$ cat config.mk
export PLATFORM = sky130hd
export DESIGN_NAME = seg7_scan_driver
export DESIGN_NICKNAME = d
export VERILOG_FILES = /design/src/rtl/seg7_pkg.sv /design/src/rtl/seg7_hex_decode.sv /design/src/rtl/seg7_scan_driver.sv
export SDC_FILE = /design/constraint.sdc
export NUM_CORES = 1
export LEC_CHECK = 0
export ABC_CLOCK_PERIOD_IN_PS = 2170
export CAP_MARGIN = 20
export CORE_ASPECT_RATIO = 1.75
export CORE_MARGIN = 2
export CORE_UTILIZATION = 45
export CTS_BUF_LIST = sky130_fd_sc_hd__clkbuf_4
export DETAILED_ROUTE_END_ITERATION = 8
export PLACE_DENSITY = 0.74
export SYNTH_ARGS = -nofsm -noshare
export SYNTH_HDL_FRONTEND = slang
export SYNTH_SLANG_ARGS = --single-unit
$ cat constraint.sdc
create_clock -name clk -period 2.17 [get_ports clk]
set_clock_uncertainty 0.05 [all_clocks]
set_input_delay 0.434 -clock clk [delete_from_list [all_inputs] [get_ports clk]]
set_output_delay 0.434 -clock clk [all_outputs]
set_load 0.005 [all_outputs]
$ cat src/rtl/seg7_pkg.sv
// Shared seven-segment definitions: hex glyph table and polarity helper.
package seg7_pkg;

   localparam int SEG_W = 7;

   // Active-high {g,f,e,d,c,b,a} glyphs for hex digits 0..F.
   localparam logic [SEG_W-1:0] HEX_GLYPH [16] = '{
      7'h3F, 7'h06, 7'h5B, 7'h4F, 7'h66, 7'h6D, 7'h7D, 7'h07,
      7'h7F, 7'h6F, 7'h77, 7'h7C, 7'h39, 7'h5E, 7'h79, 7'h71
   };

   function automatic logic [SEG_W-1:0] seg_pol(
      input logic [SEG_W-1:0] glyph,
      input logic             active_low
   );
      return active_low ? ~glyph : glyph;
   endfunction

endpackage

$ cat src/rtl/seg7_hex_decode.sv
// Combinational hex-to-seven-segment decoder, active-high glyph output.
module seg7_hex_decode
   import seg7_pkg::*;
(
   input  logic [3:0]       digit_i,
   output logic [SEG_W-1:0] glyph_o
);

   assign glyph_o = HEX_GLYPH[digit_i];

endmodule

$ cat src/rtl/seg7_scan_driver.sv
// Multiplexed N-digit seven-segment scanner with blanking gap,
// frame-synchronous value update and leading-zero suppression.
module seg7_scan_driver
   import seg7_pkg::*;
#(
   parameter int NUM_DIGITS     = 4,
   parameter int REFRESH_DIV    = 50000,
   parameter int BLANK_CYCLES   = 500,
   parameter int SEG_ACTIVE_LOW = 1,
   parameter int AN_ACTIVE_LOW  = 1
) (
   input  logic                    clk,
   input  logic                    rst_n,
   input  logic [4*NUM_DIGITS-1:0] value,
   input  logic [NUM_DIGITS-1:0]   dp,
   input  logic                    load,
   input  logic                    enable,
   input  logic                    lz_en,
   output logic [SEG_W-1:0]        seg,
   output logic                    dp_out,
   output logic [NUM_DIGITS-1:0]   an,
   output logic                    frame_done
);

   localparam int CNT_W = $clog2(REFRESH_DIV);
   localparam int IDX_W = (NUM_DIGITS > 1) ? $clog2(NUM_DIGITS) : 1;
   localparam int VAL_W = 4 * NUM_DIGITS;
   localparam logic [CNT_W-1:0] CNT_LAST  = CNT_W'(REFRESH_DIV - 1);
   localparam logic [CNT_W-1:0] BLANK_END = CNT_W'(BLANK_CYCLES);
   localparam logic [IDX_W-1:0] IDX_LAST  = IDX_W'(NUM_DIGITS - 1);
   localparam logic SEG_INV = (SEG_ACTIVE_LOW != 0);
   localparam logic AN_INV  = (AN_ACTIVE_LOW != 0);

   logic [CNT_W-1:0]      cnt_q, cnt_d;
   logic [IDX_W-1:0]      idx_q, idx_d;
   logic [VAL_W-1:0]      sh_val_q, sh_val_d;
   logic [VAL_W-1:0]      disp_val_q, disp_val_d;
   logic [NUM_DIGITS-1:0] sh_dp_q, sh_dp_d;
   logic [NUM_DIGITS-1:0] disp_dp_q, disp_dp_d;
   logic                  pend_q, pend_d;
   logic [SEG_W-1:0]      seg_q, seg_d;
   logic                  dp_q, dp_d;
   logic [NUM_DIGITS-1:0] an_q, an_d;
   logic                  fd_q;

   logic                  slot_end;
   logic                  wrap;
   logic [IDX_W-1:0]      top_nz;
   logic                  lz_blank;
   logic [3:0]            nib;
   logic [SEG_W-1:0]      glyph;
   logic [NUM_DIGITS-1:0] sel;

   assign slot_end = (cnt_q == CNT_LAST);
   assign wrap     = slot_end && (idx_q == IDX_LAST);
   assign nib      = disp_val_q[idx_q*4 +: 4];

   seg7_hex_decode u_dec (
      .digit_i (nib),
      .glyph_o (glyph)
   );

   always_comb begin
      top_nz = '0;
      for (int i = 1; i < NUM_DIGITS; i++) begin
         if (disp_val_q[4*i +: 4] != 4'h0) top_nz = IDX_W'(i);
      end
   end

   assign lz_blank = lz_en && (idx_q > top_nz);

   always_comb begin
      sel        = '0;
      sel[idx_q] = 1'b1;
   end

   always_comb begin
      cnt_d      = slot_end ? '0 : cnt_q + 1'b1;
      idx_d      = idx_q;
      sh_val_d   = sh_val_q;
      sh_dp_d    = sh_dp_q;
      disp_val_d = disp_val_q;
      disp_dp_d  = disp_dp_q;
      pend_d     = pend_q;
      if (slot_end) idx_d = (idx_q == IDX_LAST) ? '0 : idx_q + 1'b1;
      if (wrap && pend_q) begin
         disp_val_d = sh_val_q;
         disp_dp_d  = sh_dp_q;
         pend_d     = 1'b0;
      end
      // A load on the wrap edge bypasses the shadow so it is not a frame late.
      if (load) begin
         sh_val_d = value;
         sh_dp_d  = dp;
         pend_d   = !wrap;
         if (wrap) begin
            disp_val_d = value;
            disp_dp_d  = dp;
         end
      end
   end

   always_comb begin
      seg_d = seg_pol(lz_blank ? '0 : glyph, SEG_INV);
      dp_d  = disp_dp_q[idx_q] ^ SEG_INV;
      if (!enable || cnt_q < BLANK_END) an_d = {NUM_DIGITS{AN_INV}};
      else an_d = sel ^ {NUM_DIGITS{AN_INV}};
   end

   always_ff @(posedge clk or negedge rst_n) begin
      if (!rst_n) begin
         cnt_q      <= '0;
         idx_q      <= '0;
         sh_val_q   <= '0;
         sh_dp_q    <= '0;
         disp_val_q <= '0;
         disp_dp_q  <= '0;
         pend_q     <= 1'b0;
         seg_q      <= {SEG_W{SEG_INV}};
         dp_q       <= SEG_INV;
         an_q       <= {NUM_DIGITS{AN_INV}};
         fd_q       <= 1'b0;
      end else begin
         cnt_q      <= cnt_d;
         idx_q      <= idx_d;
         sh_val_q   <= sh_val_d;
         sh_dp_q    <= sh_dp_d;
         disp_val_q <= disp_val_d;
         disp_dp_q  <= disp_dp_d;
         pend_q     <= pend_d;
         seg_q      <= seg_d;
         dp_q       <= dp_d;
         an_q       <= an_d;
         fd_q       <= wrap;
      end
   end

   assign seg        = seg_q;
   assign dp_out     = dp_q;
   assign an         = an_q;
   assign frame_done = fd_q;

endmodule
# Yosys cells after proc, flatten, opt, wreduce, memory -nomap -nowiden

Memories as Yosys holds them, arrays and structs flattened.
Index checks and enable logic that the tools add are counted.

Bits in read-only memories: 112
Bits in registers: 72
Memories: 1
Logic and storage cells: 58
Output and inout bits: 13
Input port bits: 25

Memories:

| name             | words | width | read ports | clocked after memory_dff | wr ports | RTL line             | RTL |
|---|---|---|---|---|---|---|---|
| (name not given) | 16    | 7     | 1          | 0                        | 0        | seg7_hex_decode.sv:9 | `assign glyph_o = HEX_GLYPH[digit_i];` |

Reductions and logical operators: 11
$lt $le $gt $ge: 5
Multiplexer cells: 21
Bitwise gates (word level): 4
Add/subtract/negate cells: 2
Shifts and indexed selects: 1
Eq/ne operators: 2

Operator list:

| cell                                                               | count |
|---|---|
| 2-to-1 mux 16 bit                                                  | 4 |
| 2-to-1 mux 7 bit                                                   | 3 |
| adder 16 x 1 -> 16 bit (second input constant)                     | 1 |
| equality test 16 bit (second input constant)                       | 1 |
| < comparator 16 x 9 -> 1 bit (second input constant)               | 1 |
| 2-to-1 mux 4 bit                                                   | 4 |
| indexed part select 16 x 5 -> 4 bit                                | 1 |
| nonzero test 4 bit                                                 | 3 |
| inverter 7 bit                                                     | 1 |
| 2-to-1 mux 2 bit                                                   | 3 |
| greater-or-equal comparator 5 bit (second input constant)          | 1 |
| 2-to-1 mux 1 bit                                                   | 5 |
| inverter 4 -> 5 bit                                                | 1 |
| logical AND 1 bit                                                  | 4 |
| inverter 4 bit                                                     | 1 |
| < comparator 2 x 3 -> 1 bit (second input constant)                | 1 |
| adder 2 x 1 -> 2 bit (second input constant)                       | 1 |
| binary-select mux 1 bit (select 2 bit)                             | 1 |
| demux 1 bit (select 2 bit)                                         | 1 |
| equality test 2 bit (second input constant)                        | 1 |
| greater-or-equal comparator 2 x 1 -> 1 bit (second input constant) | 1 |
| > comparator 2 bit                                                 | 1 |
| zero test 1 bit                                                    | 2 |
| nonzero test 2 bit                                                 | 1 |
| 2 further kinds                                                    | 2 |

# Depth between registers and ports, before layout

Gate-level depths: netlist of run 1.

Depth after elaboration: 8
Depth in mapped cells: 8
Mapped depth without buffers: 7

# By module

A second synthesis of run 1 with hierarchy kept.

Cells, all modules: 312
Area total of the unflattened synthesis: 3500.9 um^2

Modules (own cells, without submodules):

| module           | area each (um^2) | instances | cells each | sequential area each (um^2) |
|---|---|---|---|---|
| seg7_scan_driver | 3213.1           | 1         | 279        | 1816.7 |
| seg7_hex_decode  | 287.8            | 1         | 33         | 0.0 |

# Worst setup path after synthesis of run 1

OpenSTA, ideal clock, no wires.

Kind: register -> register
Start point: register idx_q[0]
End point: register seg_q[3], in the netlist seg[3]
Period minus slack after synthesis: 2.278 ns
Data arrival time: 2.133 ns
Cell stages (with the launch flop): 9
Slack: -0.108 ns
Data required time: 2.025 ns
Cell sequence: dfrtp_1 -> clkbuf_1 -> mux4_2 -> inv_1 -> ha_1 -> inv_1 -> mux4_2 -> inv_1 -> nand2_1

Cells in the longest elaborated chain, start to end: 7
Elaborated cells between the ends (all ways): 9

Ends and longest elaborated chain:

| element                                              | RTL line                | RTL |
|---|---|---|
| start: declaration                                   | seg7_scan_driver.sv:35  | `logic [IDX_W-1:0] idx_q, idx_d;` |
| start signal: assignment                             | seg7_scan_driver.sv:125 | `idx_q <= idx_d;` |
| indexed part select 16 x 5 -> 4 bit                  | seg7_scan_driver.sv:56  | `assign nib = disp_val_q[idx_q*4 +: 4];` |
| inverter 4 -> 5 bit (implied by the code)            | seg7_hex_decode.sv:9    |  |
| memory read (16 x 7 bit)                             | --                      |  |
| 2-to-1 mux 7 bit (implied by the code) (2 in series) | seg7_hex_decode.sv:9    |  |
| 2-to-1 mux 7 bit (*)                                 | seg7_scan_driver.sv:104 | `seg_d = seg_pol(lz_blank ? '0 : glyph, SEG_INV);` |
| inverter 7 bit (*)                                   | seg7_pkg.sv:16          | `return active_low ? ~glyph : glyph;` |
| named net seg_d[3]                                   | seg7_scan_driver.sv:41  | `logic [SEG_W-1:0] seg_q, seg_d;` |
| end signal: assignment                               | seg7_scan_driver.sv:119 | `seg_q <= {SEG_W{SEG_INV}};` |
| end signal: assignment                               | seg7_scan_driver.sv:131 | `seg_q <= seg_d;` |
| end: declaration                                     | seg7_scan_driver.sv:41  |  |

The timed path passes the listed nets; every way through them passes the cells marked *. The select of a mux whose other input is x is not followed.
A chain may end at the register's enable or synchronous reset.

# Worst setup path after layout of run 1

Start point: register cnt_q[7]
End point: register disp_dp_q[1]

Cells in the longest elaborated chain, start to end: 6

Ends and longest elaborated chain:

| element                  | RTL line                | RTL |
|---|---|---|
| start: declaration       | seg7_scan_driver.sv:34  | `logic [CNT_W-1:0] cnt_q, cnt_d;` |
| start signal: assignment | seg7_scan_driver.sv:124 | `cnt_q <= cnt_d;` |
| equality test 16 bit (*) | seg7_scan_driver.sv:54  | `assign slot_end = (cnt_q == CNT_LAST);` |
| logical AND 1 bit (*)    | seg7_scan_driver.sv:55  | `assign wrap = slot_end && (idx_q == IDX_LAST);` |
| logical AND 1 bit        | seg7_scan_driver.sv:86  | `if (wrap && pend_q) begin` |
| 2-to-1 mux 4 bit         | seg7_scan_driver.sv:86  |  |
| 2-to-1 mux 4 bit         | seg7_scan_driver.sv:96  | `if (wrap) begin` |
| 2-to-1 mux 4 bit (*)     | seg7_scan_driver.sv:92  | `if (load) begin` |
| named net disp_dp_d[1]   | seg7_scan_driver.sv:39  | `logic [NUM_DIGITS-1:0] disp_dp_q, disp_dp_d;` |
| end signal: assignment   | seg7_scan_driver.sv:129 | `disp_dp_q <= disp_dp_d;` |
| end: declaration         | seg7_scan_driver.sv:39  |  |

The timed path passes the listed nets; every way through them passes the cells marked *.

==> results of run 1 <==
## placed cells by master, fill, tap and decap left out, drive strengths merged, types with 2 or more instances in the layout
cell | Yosys | routed
inv | 11 | 11
nor2b | 5 | 5
xnor2 | 5 | 5
o211ai | 4 | 4
and2 | 20 | 20
nor2 | 10 | 10
nand2b | 3 | 3
or3 | 2 | 2
mux4 | 6 | 6
nor4 | 6 | 6
dfstp | 12 | 12
nand3 | 8 | 8
a32o | 19 | 19
o21ai | 5 | 5
nand4 | 2 | 2
and3 | 3 | 3
dfrtp | 60 | 60
a21oi | 4 | 4
mux2i | 2 | 2
or4 | 3 | 3
xor2 | 6 | 6
o221ai | 4 | 4
nand2 | 14 | 15
ha | 13 | 13
buf | 9 | 30
clkbuf | 7 | 12
a221o | 19 | 19
clkinv | 0 | 2
mux2 | 19 | 19
clkdlybuf4s50 | 0 | 36
## path summary, 6_finish.rpt
path | start | end | slack (ns) | cells after the start
worst max-delay path | cnt_q[7]$_DFF_PN0_ | disp_dp_q[1]$_DFF_PN0_ | 0.06 | 7
worst min-delay path | rst_n | pend_q$_DFFE_PN0P_ | 0.40 | 2
worst max register to register | cnt_q[7]$_DFF_PN0_ | disp_dp_q[1]$_DFF_PN0_ | 0.06 | 7
worst min register to register | cnt_q[0]$_DFF_PN0_ | cnt_q[0]$_DFF_PN0_ | 0.43 | 1
max in group asynchronous | rst_n | dp_out$_DFF_PN1_ | 1.04 | 3
min in group clk | cnt_q[0]$_DFF_PN0_ | cnt_q[0]$_DFF_PN0_ | 0.43 | 1
## cell type report
type	count	area (sq um)
tap	90	113
clock inverter	2	8.76
fill	686	3590
multi-input combinational	196	1680
sequential	72	1820
inverter	11	41.3
clock buffer	12	90.1
timing repair buffer	67	624
antenna	1	2.50
## kinds of logic after synthesis
logic type	count (synthesis)	synth area share, %
AOI/OAI and AO/OA	61	14.5
DFF	72	49.0
adders and majority gates	13	4.39
buffers and inverters	29	6.05
xor gates and xnor gates	11	2.60
and+or+nand+nor	83	13.5
muxes	27	9.96
## metal layers
layer,part of all wire [%],vias up,GRT usage (%)
li1,-,1241,-
met1,39,1304,20.3
met2,56,48,33.5
met3,2.8,10,3.72
met4,1.7,0,7.64
met5,0,-,0
## state kept, by name, indices dropped and copies added, names as in the netlist
signal	flops
an	4
cnt_q	16
disp_dp_q	4
disp_val_q	16
dp_out	1
frame_done	1
idx_q	2
pend_q	1
seg	7
sh_dp_q	4
sh_val_q	16
## stage by stage
step	setup WS, ns	cells	power (W)	instance area (sq um)	hold WS [ns]
detailed placement	-0.122	429	0.00163	4190	0.314
finish	0.0589	451	0.00228	4380	0.399
global route	-0.000490	451	0.00239	4380	0.404
CTS	0.0179	445	0.00231	4320	0.377
global placement	-0.0561	429	0.00162	4190	0.307
floorplan	0.0253	296	0.00152	3710	0.0884
## power by group through the flow
stage                     sequential [W]  combinational, W  clock [W]
final                            0.00141          0.000193   0.000679
after global placement           0.00143          0.000189          0
after global routing             0.00141          0.000213   0.000764
after detailed placement         0.00143          0.000195          0
after floorplan                  0.00143         0.0000878          0
after CTS                        0.00141          0.000196   0.000707
## worst max-delay path, stage by stage (launching register included)
cell and delay [ns]:
dfrtp_1 0.40, or4b_4 0.56, nor4_4 0.25, buf_4 0.18
buf_6 0.12, and3_4 0.20, buf_6 0.14, a221o_1 0.15
## what timing repair did
action | CTS | global route
gates resized for setup | 2 | 6
hold buffers | 1 | 0
endpoints found under the hold margin | 12 | 0
buffers inserted | 1 | 4
pin swaps | 1 | 2
setup endpoints to repair | 5 | 23
gates cloned | 0 | 1
==> out/results.ini, run 1 <==
[outcome]
outcome = finished clean

[critical_path]
worstPathRequired_ns = 2.47
cp-start-kind = register
cp-end-kind = register
critical_path_class = register to register
path_max_fanout = 9
crit_arrival_ns = 2.42

[clock_tree]
path_clk_slew_ns = 0.10
cts_tree = yes
insertion_delay_ns = 0.42
cts_made_buffers = 9
cts_root_buf = clkbuf_4
clock-sinks = 72
htree_num_levels = 3
cts_max_path_buffers = 2

[pwr]
p_seq_share_pct = 61.8
pwr-share-comb_pct = 8.4
switching_share_pct = 22.8
powerDensity_nw_per_um2 = 521
max-vdd-ir-drop_v = 0.000293
p_int_w = 0.00176
clock_power_share_pct = 29.8
leakagePower_nw = 1.87
p_switching_w = 0.000520

[detailed_routing]
ant_nets = 0
first_iter_violations = 122
via_count = 2603
route.detailed.drc = 0
drt_wl_total_um = 7740
viasPerCell = 5.77
drtPass1Iterations = 4
drt-wirelength-per-cell_um = 17.2

[die]
start_util_pct = 46.5
fp.coreArea_sq_um = 7960
die_w_um = 72.6
die_h_um = 124
row_count = 43
ios = 38
dieArea_sq_um = 9000

[sta]
finalHoldViolations = 0
min_period_ns = 2.11
final_max_slew_viol_count = 0
setup_tns_ns = 0
clock.fmax_ghz = 0.474
finalSetupViolCount = 0
maxSlewHeadroom_pct = 37.6
finalCritPeriodShare_pct = 97.3
worst_slew_pin_slew_ns = 0.933

[flow_run]
max_cap_violations = 0

[hold_path]
hold_class = primary input to async pin

[synth]
netlist.area_leader.share_pct = 40.5
seq_area_frac_synth_pct = 49.0
syn_area_per_cell_sq_um = 12.5
synth_area_sq_um = 3700
synth_area_leader_cell = dfrtp_1
ys_warn_count = 0
synthArstFlopShare_pct = 100
synth_edf_count = 0
ys_types = 52
synth_commonest_cells = dfrtp_1, a221o_1, a32o_1, mux2_2
synth_nets = 334
synth_top_cells_by_area = dfrtp_1, dfstp_2, mux2_2
yosysMostFrequentCell = dfrtp_1
ys.flop_type = dfrtp_1
synth_seq_cells = 72
synth_cells = 296

[final_layout]
drive_gt1_share_pct = 26.9
nets = 395
fin_util_pct = 55.0
syn2layout_area_growth_pct = 18.1

[global_route]
grt_pass1_wl_um = 12600
grt_usage_pct = 18.4
grt_pass1_vias = 2643
grt_antenna_before_repair = 1
overflow = 0
grt_max_degree = 25

[place]
io_buffers = 37
gp_congestion = 0.820
hpwlAfterDp_um = 5630

(Power assumes the default switching activity.)
==> inputs of run 2 (changes only) <==
--- a/config.mk
+++ b/config.mk
@@ -7,10 +7,10 @@
 export LEC_CHECK = 0
 export ABC_CLOCK_PERIOD_IN_PS = 2170
 export CAP_MARGIN = 20
-export CORE_ASPECT_RATIO = 1.75
 export CORE_MARGIN = 2
 export CORE_UTILIZATION = 45
 export CTS_BUF_LIST = sky130_fd_sc_hd__clkbuf_4
+export CTS_CLUSTER_SIZE = 40
 export DETAILED_ROUTE_END_ITERATION = 8
 export PLACE_DENSITY = 0.74
 export SYNTH_ARGS = -nofsm -noshare
==> out/results.ini, run 2 (same netlist as run 1, synthesis figures left out) <==
[die]
start_util_pct = 45.8  ; -0.75 points
dieArea_sq_um = 8970  ; -0.32%
die_w_um = 94.7  ; +31%
row_count = 33  ; -23%
ios = 38  ; unchanged
die_h_um = 94.7  ; -24%
fp.coreArea_sq_um = 8090  ; +1.6%

[final_layout]
top_regs = cnt_q x16, disp_val_q x16, sh_val_q x16
nets = 395  ; unchanged
drive_gt1_share_pct = 28.5  ; +1.5 points
final_common_cell = dfrtp_1
register_area_sq_um = 1820  ; about the same
final_cell_mix = dfrtp_1, clkdlybuf4s50_1, buf_4
multiInputGateArea_sq_um = 1720  ; +2.4%
final_area_sq_um = 4510  ; +3.0%
syn2layout_area_growth_pct = 21.7
layout.cells.non_filler = 467  ; +3.5%
fillers = 709  ; +3.4%
n_antenna_cell = 0  ; -1

[pwr]
pwr-share-comb_pct = 7.1  ; -1.3 points
leakagePower_nw = 1.91  ; +1.9%
powerDensity_nw_per_um2 = 591  ; +13%
p_seq_share_pct = 52.8  ; -9.0 points
switching_share_pct = 21.4  ; -1.4 points
p_switching_w = 0.000570  ; +9.6%
p_int_w = 0.00210  ; +19%
clock_power_share_pct = 40.1  ; +10 points
max-vdd-ir-drop_v = 0.000258  ; -12%

[critical_path]
path_cells = or4b_4, nor4_4, buf_4, nand2_4, a221o_1
cp-start-kind = register
path_max_fanout = 10  ; +1
cp-end-kind = register
worstPathRequired_ns = 2.43  ; -0.04 ns
crit_arrival_ns = 2.40  ; -0.02 ns
cpMaxStageDelayCell = or4b_4
critical_path_class = register to register
slowest_delay_ns = 0.56  ; about the same

[global_route]
grt_antenna_before_repair = 0  ; -1
grt_max_degree = 73  ; +190%
overflow = 0  ; unchanged
grt_pass1_wl_um = 12800  ; +0.98%
grt_pass1_vias = 2641  ; -0.076%
grt_usage_pct = 18.7  ; +0.35 points

[detailed_routing]
route.detailed.drc = 0  ; unchanged
viasPerCell = 5.73  ; -0.75%
ant_nets = 0  ; unchanged
drt_wl_total_um = 7950  ; +2.7%
first_iter_violations = 185  ; +52%
drtPass1Iterations = 4  ; unchanged
via_count = 2675  ; +2.8%
drt-wirelength-per-cell_um = 17.0  ; -0.83%

[clock_tree]
htree_num_levels = 3  ; unchanged
cts_tree = yes
path_clk_slew_ns = 0.11  ; about the same
cts_max_path_buffers = 2  ; unchanged
clock-sinks = 72  ; unchanged
insertion_delay_ns = 0.42  ; about the same
cts_root_buf = clkbuf_4
cts_made_buffers = 9  ; unchanged

[place]
place_inst = 442  ; +3.0%
place_area_sq_um = 4210  ; +0.39%
hpwlAfterDp_um = 5330  ; -5.3%
gp_congestion = 0.885  ; +8.0%
io_buffers = 37  ; unchanged

[sta]
final_max_slew_viol_count = 0  ; unchanged
worst_slew_pin_slew_ns = 0.613  ; -0.320 ns
finalHoldViolations = 0  ; unchanged
finalCritPeriodShare_pct = 98.7  ; +1.4 points
min_period_ns = 2.14  ; +0.0298 ns
finalSetupViolCount = 0  ; unchanged
rsz0062_at_grt = yes
clock.fmax_ghz = 0.467  ; -1.4%
maxSlewHeadroom_pct = 58.7  ; +21 points

[hold_path]
hold_class = register to register

[outcome]
outcome = finished clean

[flow_run]
max_cap_violations = 0  ; unchanged

==> run 2: changes by cell type in the layout (fill, tap and decap cells not counted), moves of 2 or more <==
cell	change
buf_6	-2
bufinv_16	+3
clkbuf_4	-2
or4_1	-2
or4_4	+2
==> run 2: timing repair <==
item | 4_1_cts | 5_1_grt
cloned | 0 | 2
endpoints found under the setup margin | 19 | 24
setup buffers | 0 | 5
resized for setup | 3 | 9
hold buffers | 1 | 0
hold endpoints to repair | 60 | 0
==> run 2: per-stage QoR <==
stage | total power, W | setup TNS [ns] | setup WS (ns) | hold slack (ns) | util, %
floorplan | 0.00152 | 0 | 0.0253 | 0.0884 | -
finish | 0.00267 | 0 | 0.0292 | 0.447 | 55.7
global placement | 0.00162 | -2.40 | -0.148 | 0.422 | 52.0
CTS | 0.00270 | 0 | 0.0151 | 0.451 | 54.5
detailed placement | 0.00162 | -3.29 | -0.192 | 0.436 | 52.0
global route | 0.00280 | -0.365 | -0.0338 | 0.472 | 55.7
==> run 2: path summary, 6_finish.rpt <==
kind                                     from                       to  cells after the start  slack [ns]
max                        cnt_q[7]$_DFF_PN0_  disp_val_q[2]$_DFF_PN0_                      5        0.03
min in group asynchronous               rst_n      cnt_q[13]$_DFF_PN0_                      3        0.50
min                        cnt_q[0]$_DFF_PN0_       cnt_q[0]$_DFF_PN0_                      1        0.45
max reg2reg                cnt_q[7]$_DFF_PN0_  disp_val_q[2]$_DFF_PN0_                      5        0.03
min reg2reg                cnt_q[0]$_DFF_PN0_       cnt_q[0]$_DFF_PN0_                      1        0.45
max in group asynchronous               rst_n         seg[2]$_DFF_PN1_                      3        1.23
==> run 2: cell type report <==
type	count	area share [%]
Clock inverter	6	2.41
Timing Repair Buffer	66	13.6
Tap cell	105	2.91
Inverter	11	0.916
Clock buffer	10	1.66
Multi-Input combinational cell	197	38.2
Sequential cell	72	40.3
==> run 2: layer usage <==
layer	GRT usage (%)	vias up	routed length, um
met4	6.88	0	166
met3	5.27	13	337
met5	0	-	0
li1	-	1244	-
met1	23.8	1350	3380
met2	30.5	68	4060
==> run 2: critical path, delay by kind of cell (launching register included) <==
| family | cells | cell delay [ns] |
|---|---|---|
| AO/OA/AOI/OAI | 1 | 0.37 |
| buffers and inverters | 1 | 0.20 |
| flip-flops | 1 | 0.40 |
| AND/OR/NAND/NOR | 3 | 1.02 |
==> run 2: power groups by stage <==
stage / clock (W) / sequential (W) / combinational, W
6_report: 0.00107 / 0.00141 / 0.000191
5_1_grt: 0.00118 / 0.00141 / 0.000210
4_1_cts: 0.00110 / 0.00141 / 0.000191
3_5_place_dp: 0 / 0.00143 / 0.000189
3_3_place_gp: 0 / 0.00143 / 0.000186
2_1_floorplan: 0 / 0.00143 / 0.0000878
==> inputs of run 3 (changes only) <==
--- a/config.mk
+++ b/config.mk
@@ -5,14 +5,14 @@
 export SDC_FILE = /design/constraint.sdc
 export NUM_CORES = 1
 export LEC_CHECK = 0
-export ABC_CLOCK_PERIOD_IN_PS = 2170
+export ABC_CLOCK_PERIOD_IN_PS = 2320
 export CAP_MARGIN = 20
 export CORE_MARGIN = 2
 export CORE_UTILIZATION = 45
 export CTS_BUF_LIST = sky130_fd_sc_hd__clkbuf_4
 export CTS_CLUSTER_SIZE = 40
 export DETAILED_ROUTE_END_ITERATION = 8
-export PLACE_DENSITY = 0.74
+export PLACE_DENSITY = 0.72
 export SYNTH_ARGS = -nofsm -noshare
 export SYNTH_HDL_FRONTEND = slang
 export SYNTH_SLANG_ARGS = --single-unit
==> constraint.sdc (replaced) <==
create_clock -name clk -period 2.32 [get_ports clk]
set_clock_uncertainty 0.05 [all_clocks]
set_input_delay 0.464 -clock clk [delete_from_list [all_inputs] [get_ports clk]]
set_output_delay 0.464 -clock clk [all_outputs]
set_load 0.005 [all_outputs]
==> out/results.ini, run 3 (same netlist as run 1, synthesis figures left out) <==
[detailed_routing]
ant_nets = 0  ; unchanged
route.detailed.drc = 0  ; unchanged
drtPass1Iterations = 4  ; unchanged
drt_wl_total_um = 7430  ; -6.5%
first_iter_violations = 203  ; +9.7%
via_count = 2553  ; -4.6%
viasPerCell = 5.64  ; -1.6%
drt-wirelength-per-cell_um = 16.4  ; -3.6%

[clock_tree]
cts_root_buf = clkbuf_4
cts_tree = yes
clock-sinks = 72  ; unchanged
htree_num_levels = 3  ; unchanged
insertion_delay_ns = 0.41  ; about the same
cts_made_buffers = 9  ; unchanged
path_clk_slew_ns = 0.13  ; +0.02 ns
cts_max_path_buffers = 2  ; unchanged
ctsHoldBuffers = 0  ; -1

[die]
ios = 38  ; unchanged
row_count = 33  ; unchanged
start_util_pct = 45.8  ; unchanged
die_h_um = 94.7  ; unchanged
die_w_um = 94.7  ; unchanged
fp.coreArea_sq_um = 8090  ; unchanged
dieArea_sq_um = 8970  ; unchanged

[critical_path]
critical_path_class = register to register
r2r_cells = 7  ; +2
path_cells = or4_4, nor4_4, buf_4, buf_4, and3_2, clkbuf_16, a221o_1
path_max_fanout = 9  ; -1
cp-start-kind = register
reg2reg_slack_ns = 0.07  ; +0.04 ns
worstReg2RegStart = cnt_q[12]$_DFF_PN0_
worstPathRequired_ns = 2.61  ; +0.18 ns
rr_endpoint = disp_val_q[0]$_DFF_PN0_
cp-end-kind = register
cp_common_cell = buf_4
slowest_delay_ns = 0.54  ; -0.02 ns
crit_arrival_ns = 2.53  ; +0.13 ns
cpMaxStageDelayCell = or4_4

[sta]
finalHoldViolations = 0  ; unchanged
whs_ns = 0.00757  ; -0.439 ns
final_max_slew_viol_count = 0  ; unchanged
finalCritPeriodShare_pct = 96.8  ; -1.9 points
finalSetupViolCount = 0  ; unchanged
maxSlewHeadroom_pct = 31.6  ; -27 points
worst_slew_pin_slew_ns = 1.02  ; +0.411 ns
min_period_ns = 2.25  ; +0.105 ns
clock.fmax_ghz = 0.445  ; -4.7%

[pwr]
max-vdd-ir-drop_v = 0.000304  ; +18%
powerDensity_nw_per_um2 = 525  ; -11%
power_w = 0.00227  ; -15%
leakagePower_nw = 1.82  ; -4.5%

[final_layout]
n_antenna_cell = 0  ; unchanged
final_common_cell = dfrtp_1
syn2layout_area_growth_pct = 16.8
fillers = 718  ; +1.3%
nets = 381  ; -3.5%
drive_gt1_share_pct = 25.0  ; -3.5 points
layout.cells.non_filler = 453  ; -3.0%
final_cell_mix = dfrtp_1, clkdlybuf4s50_1, a32o_1, a221o_1, mux2_2
top_regs = cnt_q x16, disp_val_q x16, sh_val_q x16

[flow_run]
max_cap_violations = 0  ; unchanged

[global_route]
grt_max_degree = 73  ; unchanged
grt_pass1_wl_um = 12400  ; -2.8%
grtUsageMet1_pct = 25.2  ; +1.4 points
grt_usage_pct = 17.7  ; -0.97 points
gr-usage-met2_pct = 26.8  ; -3.7 points
overflow = 0  ; unchanged
busiest_layer = met2
grt_antenna_before_repair = 0  ; unchanged
grt_util_met3_pct = 3.03  ; -2.2 points
grt_pass1_vias = 2495  ; -5.5%

[hold_path]
hold_class = primary input to async pin

[place]
place_inst = 433  ; -2.0%
hpwlAfterDp_um = 4940  ; -7.3%
io_buffers = 37  ; unchanged
gp_congestion = 0.802  ; -9.5%

[outcome]
outcome = finished clean

## run 3: critical path, delay by kind of cell (launching register included)
family | cells | cell delay, ns
buffers and inverters | 3 | 0.50
DFF | 1 | 0.45
and+or+nand+nor | 3 | 1.05
AOI/OAI and AO/OA | 1 | 0.13
## run 3: final cells by class
| type | instances | area, sq um | area share, % |
|---|---|---|---|
| Timing Repair Buffer | 54 | 531 | 12.3 |
| Sequential cell | 72 | 1820 | 42.0 |
| Clock buffer | 10 | 75.1 | 1.73 |
| Tap cell | 105 | 131 | 3.04 |
| Inverter | 11 | 41.3 | 0.954 |
| Multi-Input combinational cell | 195 | 1670 | 38.6 |
| Clock inverter | 6 | 61.3 | 1.42 |
## run 3: metrics by stage
step	TNS [ns]	instance area (sq um)	utilization, %	setup slack (ns)
6_report	0	4330	53.5	0.0741
5_1_grt	-0.0260	4330	53.5	-0.00918
4_1_cts	0	4280	52.9	0.0556
3_5_place_dp	-0.215	4130	51.0	-0.0404
3_3_place_gp	-0.0762	4130	51.0	-0.0122
2_1_floorplan	0	3700	-	0.0419
## run 3: repair_timing
action,4_1_cts,5_1_grt
hold endpoints to repair,0,0
buffers inserted,1,2
resized for setup,1,4
cloned,0,1
pin swaps,1,0
setup endpoints to repair,19,20
## run 3: routing by layer
| metal | share of wire, % | wire [um] | up-vias |
|---|---|---|---|
| met4 | 1.8 | 133 | 0 |
| met2 | 48 | 3570 | 50 |
| met1 | 47 | 3500 | 1284 |
| met5 | 0 | 0 | - |
| met3 | 3.1 | 232 | 12 |
| li1 | - | - | 1207 |
## run 3: how the worst max path moves through the flow
| stage | cells after the start | startpoint | endpoint |
|---|---|---|---|
| floorplan | 8 | idx_q[0]$_DFFE_PN0N_ | seg[3]$_DFF_PN1_ |
| global placement | 5 | load | disp_val_q[13]$_DFF_PN0_ |
| detailed placement | 5 | load | disp_val_q[10]$_DFF_PN0_ |
| CTS | 7 | cnt_q[10]$_DFF_PN0_ | disp_val_q[8]$_DFF_PN0_ |
| global route | 7 | cnt_q[12]$_DFF_PN0_ | disp_val_q[5]$_DFF_PN0_ |
| finish | 7 | cnt_q[12]$_DFF_PN0_ | disp_val_q[0]$_DFF_PN0_ |
## run 3: power by group
group / total, W / switching [W] / internal [W] / leakage, nW
Sequential: 0.00132 / 0.0000172 / 0.00130 / 0.896
Combinational: 0.000171 / 0.0000703 / 0.000101 / 0.848
Clock: 0.000785 / 0.000448 / 0.000337 / 0.0761
